[config.mk]
export PLATFORM = sky130hd
export DESIGN_NAME = hazard_scoreboard
export DESIGN_NICKNAME = d
export VERILOG_FILES = /design/src/rtl/hazard_scoreboard.sv
export SDC_FILE = /design/constraint.sdc
export NUM_CORES = 1
export LEC_CHECK = 0
export BUFFER_PORTS_ARGS = -buffer_cell sky130_fd_sc_hd__buf_4
export CORE_MARGIN = 2
export CORE_UTILIZATION = 49
export CTS_BUF_LIST = sky130_fd_sc_hd__clkbuf_8
export CTS_CLUSTER_DIAMETER = 150
export DETAILED_ROUTE_END_ITERATION = 10
export PLACE_DENSITY_LB_ADDON = 0.3
export SYNTH_ARGS = -nofsm -noshare
export SYNTH_HDL_FRONTEND = slang
export SYNTH_SLANG_ARGS = --single-unit
[constraint.sdc]
create_clock -name clk -period 2.9 [get_ports clk]
set_clock_uncertainty 0.1 [all_clocks]
set_input_delay 0.29 -clock clk [delete_from_list [all_inputs] [get_ports clk]]
set_output_delay 0.29 -clock clk [all_outputs]
set_load 0.05 [all_outputs]
[src/rtl/hazard_scoreboard.sv]
// hazard_scoreboard
//   Tracks the destination registers of instructions in flight in the E, M
//   and W stages, together with the cycles remaining until each result
//   exists (Tnew). From that slot state it decides, combinationally:
//     - whether the D-stage instruction must stall, and
//     - where each of its source operands is forwarded from.
//
// Ports
//   clk, reset            clock (rising edge), async active-high reset
//   D_rs, D_rt            D-stage source register indices
//   D_rs_tuse, D_rt_tuse  cycles until each source is consumed (3 = not read)
//   D_A3                  D-stage write target (0 = no write)
//   D_cal .. D_mfc0       one-hot instruction class flags
//   D_md, md_busy         mul/div-class instruction, mul/div unit busy
//   flush                 exception flush; empties E, M and W
//   stall                 freeze PC and F/D, bubble into E
//   fwd_rs_D, fwd_rt_D    operand source: 0 RF, 1 E, 2 M, 3 W
//   E_A3, E_tnew          contents of the E slot
module hazard_scoreboard #(
  parameter logic [1:0] TUSE_NONE = 2'd3,
  parameter logic [1:0] TNEW_LOAD = 2'd2,
  parameter logic [1:0] TNEW_CAL  = 2'd1
) (
  input  logic       clk,
  input  logic       reset,
  input  logic [4:0] D_rs,
  input  logic [4:0] D_rt,
  input  logic [1:0] D_rs_tuse,
  input  logic [1:0] D_rt_tuse,
  input  logic [4:0] D_A3,
  input  logic       D_cal,
  input  logic       D_load,
  input  logic       D_lui,
  input  logic       D_jump,
  input  logic       D_mfhi,
  input  logic       D_mflo,
  input  logic       D_mfc0,
  input  logic       D_md,
  input  logic       md_busy,
  input  logic       flush,
  output logic       stall,
  output logic [1:0] fwd_rs_D,
  output logic [1:0] fwd_rt_D,
  output logic [4:0] E_A3,
  output logic [1:0] E_tnew
);

  logic [4:0] e_a3_q, e_a3_d, m_a3_q, m_a3_d, w_a3_q, w_a3_d;
  logic [1:0] e_tnew_q, e_tnew_d, m_tnew_q, m_tnew_d, w_tnew_q, w_tnew_d;
  logic [1:0] tnew_dec;
  logic [3:0] look_rs, look_rt;
  logic       stall_rs, stall_rt;

  function automatic logic [1:0] sat_dec(input logic [1:0] t);
    return (t == 2'd0) ? 2'd0 : t - 2'd1;
  endfunction

  // Nearest matching slot for a source index: returns {tnew, code}, code 0 = no
  // match. E is checked first so that a younger writer shadows older ones.
  function automatic logic [3:0] lookup(
    input logic [4:0] s,
    input logic [4:0] ea, input logic [1:0] et,
    input logic [4:0] ma, input logic [1:0] mt,
    input logic [4:0] wa, input logic [1:0] wt
  );
    if (s == 5'd0)     return 4'b0000;
    else if (ea == s)  return {et, 2'd1};
    else if (ma == s)  return {mt, 2'd2};
    else if (wa == s)  return {wt, 2'd3};
    else               return 4'b0000;
  endfunction

  // Tnew of the D-stage instruction as it enters E. jump and everything else
  // produce their result in E already.
  always_comb begin
    tnew_dec = 2'd0;
    if (D_load | D_mfc0)
      tnew_dec = TNEW_LOAD;
    else if (D_cal | D_lui | D_mfhi | D_mflo)
      tnew_dec = TNEW_CAL;
  end

  always_comb begin
    look_rs  = lookup(D_rs, e_a3_q, e_tnew_q, m_a3_q, m_tnew_q, w_a3_q, w_tnew_q);
    look_rt  = lookup(D_rt, e_a3_q, e_tnew_q, m_a3_q, m_tnew_q, w_a3_q, w_tnew_q);
    stall_rs = (look_rs[1:0] != 2'd0) && (D_rs_tuse != TUSE_NONE) &&
               (look_rs[3:2] > D_rs_tuse);
    stall_rt = (look_rt[1:0] != 2'd0) && (D_rt_tuse != TUSE_NONE) &&
               (look_rt[3:2] > D_rt_tuse);
    fwd_rs_D = (look_rs[3:2] == 2'd0) ? look_rs[1:0] : 2'd0;
    fwd_rt_D = (look_rt[3:2] == 2'd0) ? look_rt[1:0] : 2'd0;
    // reset gates stall directly so it drops immediately, even for md stalls
    stall    = !reset && !flush && (stall_rs || stall_rt || (D_md && md_busy));
  end

  always_comb begin
    w_a3_d   = m_a3_q;
    w_tnew_d = sat_dec(m_tnew_q);
    m_a3_d   = e_a3_q;
    m_tnew_d = sat_dec(e_tnew_q);
    e_a3_d   = D_A3;
    e_tnew_d = tnew_dec;
    if (stall) begin
      e_a3_d   = 5'd0;
      e_tnew_d = 2'd0;
    end
    // the instruction in M is the excepting one, so nothing in flight survives
    if (flush) begin
      e_a3_d   = 5'd0;
      e_tnew_d = 2'd0;
      m_a3_d   = 5'd0;
      m_tnew_d = 2'd0;
      w_a3_d   = 5'd0;
      w_tnew_d = 2'd0;
    end
  end

  always_ff @(posedge clk or posedge reset) begin
    if (reset) begin
      e_a3_q   <= 5'd0;
      e_tnew_q <= 2'd0;
      m_a3_q   <= 5'd0;
      m_tnew_q <= 2'd0;
      w_a3_q   <= 5'd0;
      w_tnew_q <= 2'd0;
    end else begin
      e_a3_q   <= e_a3_d;
      e_tnew_q <= e_tnew_d;
      m_a3_q   <= m_a3_d;
      m_tnew_q <= m_tnew_d;
      w_a3_q   <= w_a3_d;
      w_tnew_q <= w_tnew_d;
    end
  end

  assign E_A3   = e_a3_q;
  assign E_tnew = e_tnew_q;

endmodule
==> impl_metrics.env <==
export IMPL_status="finished with violations"
export IMPL_violations="setup timing"
export IMPL_tns_ps=-2830
export IMPL_max_freq_ghz=0.285
export IMPL_route_detailed_drc=0
export IMPL_path_depth=13
export IMPL_hp_class="in -> async"
export IMPL_drtIter0Drc=78
export IMPL_synthToLayoutAreaGrowth_pct=52.9
export IMPL_vias_per_cell=5.45
export IMPL_dp_hpwl_um=3080
export IMPL_grt_max_degree=23
export IMPL_slew_violations=0
export IMPL_hold_violations=0
export IMPL_power_mw=0.757
export IMPL_cts_buffers=3
export IMPL_drt_pass1_iterations=4
export IMPL_r2r_start="m_a3_q[3]"
export IMPL_p_per_area_mw_per_mm2=323
export IMPL_grt_overflow=0
export IMPL_core_rowCount=20
export IMPL_r2r_end="E_A3[3]"
export IMPL_worstSkewPairLatency_ps=260
export IMPL_clockPowerShare=0.246
export IMPL_wire_per_inst_um=15.4
export IMPL_seq_area_frac_synth=0.343
export IMPL_utilization=0.780
export IMPL_dieArea_mm2=0.00359
export IMPL_antenna_found_initial=0
export IMPL_antenna_cells=0
export IMPL_post_place_ws_ps=-449
export IMPL_critical_path_slowest_cell="dfrtp_1"
export IMPL_fin_crit_ps=3510
export IMPL_layoutNonFillerInstCount=264
export IMPL_setup_worst_path_end_class="output pin"
export IMPL_vias=1440
export IMPL_final_cell_mix="74 x buf_4, 17 x xnor2_1, 16 x dfrtp_1, 13 x xor2_1, 10 x nor2b_1"
export IMPL_clk_path_buf_depth=2
export IMPL_io_buffer_count=41
export IMPL_path_clk_slew_ps=80
export IMPL_final_area_mm2=0.00234
export IMPL_grt_pass1_wl_um=6590
export IMPL_place_inst=252
export IMPL_pwr_share_comb=0.330
export IMPL_p_seq_frac=0.424
export IMPL_cts_root_buf="clkbuf_8"
export IMPL_cts_sinks=21
export IMPL_worstPathRequired_ps=2510
export IMPL_maxSlewHeadroom=0.498
export IMPL_whs_ps=88.8
export IMPL_drt_wl_total_um=4060
export IMPL_crit_buf_inv=2
export IMPL_switchingPower_mw=0.234
export IMPL_synth_warnings=0
export IMPL_cp_cell_sequence="buf_4 > xor2_1 > nor3_4 > and2b_4 > a221oi_2 > or3_1 > ha_1 > a22o_1 > nor3_2 > o31ai_4 > a31oi_4 > nor2b_4 > buf_8"
export IMPL_track_usage=0.249
export IMPL_core_area_mm2=0.00300
export IMPL_die_h_um=59.9
export IMPL_rr_worst_depth=17
export IMPL_nNetsFinal=267
export IMPL_crit_path_start_kind="flop"
export IMPL_cpLargestDelayFamily="simple AND/OR/NAND/NOR gates"
export IMPL_start_util=0.510
export IMPL_setup_viol=8
export IMPL_drive_above_1_share=0.524
export IMPL_reg2reg_slack_ps=-330
export IMPL_setup_slack_ps=-614
export IMPL_gp_congestion=0.915
export IMPL_crit_end="stall"
export IMPL_startpoint="m_a3_q[2]"
export IMPL_syn_nets=185
export IMPL_synth_cell_types=42
export IMPL_crit_type="reg -> out"
export IMPL_swShare=0.309
export IMPL_internal_power_mw=0.523
export IMPL_fp_dieW_um=59.9
export IMPL_maxCapViolCount=0
export IMPL_cpPeakStageDelay_ps=400
export IMPL_peakVddDrop_uv=387
export IMPL_place_area_mm2=0.00214
export IMPL_ys_top_cells_by_area="dfrtp_1 34%, xnor2_1 9.7%, xor2_1 7.4%"
export IMPL_tightest_slew_ps=752
export IMPL_ios=43
export IMPL_cts_tree="done"
export IMPL_ant_nets=0
export IMPL_cts_max_level=1
export IMPL_synth_seq_cells=21
export IMPL_p_leak_nw=1.12
export IMPL_first_global_vias=1454
export IMPL_synth_area_mm2=0.00153
export IMPL_synth_top_area_frac=0.343
export IMPL_path_max_fanout=3
export IMPL_avgSynthCellArea_um2=10.2
export IMPL_post_route_period_util=1.21
export IMPL_postSynthCellCount=150
export IMPL_rsz0062_at_grt="yes"
export IMPL_worstPathArrival_ps=3120
export IMPL_post_synth_top_area_cell="dfrtp_1"
export IMPL_mostFrequentLayoutCell="buf_4"
worst reg2reg max path, stage by stage, from the launching register on:
cell	delay (ps)
dfrtp_1	410
buf_4	150
xor2_1	240
nor3_4	80
buf_6	130
buf_4	130
a221oi_2	250
nor3b_1	80
ha_1	330
a21oi_2	210
nor3_4	80
a22oi_4	160
a31oi_4	120
buf_4	150
buf_6	100
buf_6	110
buf_12	130
nor3b_4	200
worst min path at each step:
stage	end	slack, ps	depth (start not counted)
6_report	w_a3_q[3]	90	2
3_3_place_gp	w_a3_q[1]	380	2
3_5_place_dp	w_a3_q[3]	390	2
4_1_cts	w_a3_q[3]	120	2
5_1_grt	w_a3_q[3]	150	2
2_1_floorplan	E_tnew[0]	170	1
power groups by stage:
stage | Combinational, mW | Sequential, mW | Clock (mW)
after floorplan | 0.110 | 0.341 | 0
after global placement | 0.221 | 0.326 | 0
after detailed placement | 0.228 | 0.326 | 0
after CTS | 0.248 | 0.320 | 0.186
after global routing | 0.268 | 0.322 | 0.207
final | 0.250 | 0.321 | 0.186
timing repair:
| item | 4_1_cts | 5_1_grt |
|---|---|---|
| hold buffers | 0 | 0 |
| endpoints found under the setup margin | 8 | 8 |
| resized for setup | 15 | 13 |
| pin swaps | 4 | 11 |
| buffers inserted | 10 | 5 |
cells in the mapped netlist:
master	number
xnor2_1	17
buf_1	1
or3_1	4
or2_1	1
o41ai_1	1
a21oi_1	5
nor2_4	2
a31oi_4	1
o21ai_0	1
nor3_2	6
a221oi_1	3
nand2_1	4
dfrtp_1	21
a211oi_1	1
nor2_1	7
ha_1	4
clkbuf_1	2
and3_1	1
a21boi_1	1
and2b_4	1
inv_1	6
or4_1	1
a211oi_2	1
and2_1	1
nor2b_1	12
nor3b_2	5
o21bai_1	1
or4_4	1
a22oi_4	1
nor3b_1	3
nor3_4	1
a21o_1	1
nand3b_1	1
nand3_1	5
o2bb2ai_1	1
nor3_1	4
nor4_1	1
and3b_1	1
o31ai_4	1
xor2_1	13
a22o_1	4
o21ai_1	1
layout make-up:
type	instances	area, µm²
inverter	6	22.5
timing repair buffer	80	636
tap	33	41.3
multi-input combinational	120	1070
clock buffer	3	41.3
sequential	21	532
clock inverter	1	5.00
fill	198	659
logic make-up (layout without fill, tap and decap cells):
kind of cell    after synthesis  after routing  share of synthesized area
simple gates                 62             62                      0.287
flops                        21             21                      0.343
buf+inv                       9             90                     0.0220
compound gates               24             24                      0.144
xor+xnor                     30             30                      0.171
fa+ha+maj                     4              4                     0.0327
layer usage:
| layer | track usage | routed length [µm] |
|---|---|---|
| met1 | 0.311 | 1720 |
| met5 | 0 | 0 |
| met4 | 0.0667 | 85 |
| met3 | 0.0325 | 198 |
| met2 | 0.449 | 2050 |
state kept, by name, summed over array words and instances, names as in the netlist:
register and flops:
E_A3 5, m_a3_q 5, w_a3_q 5, E_tnew 2, m_tnew_q 2, w_tnew_q 2
No activity file was read; power rests on OpenSTA's default activity.
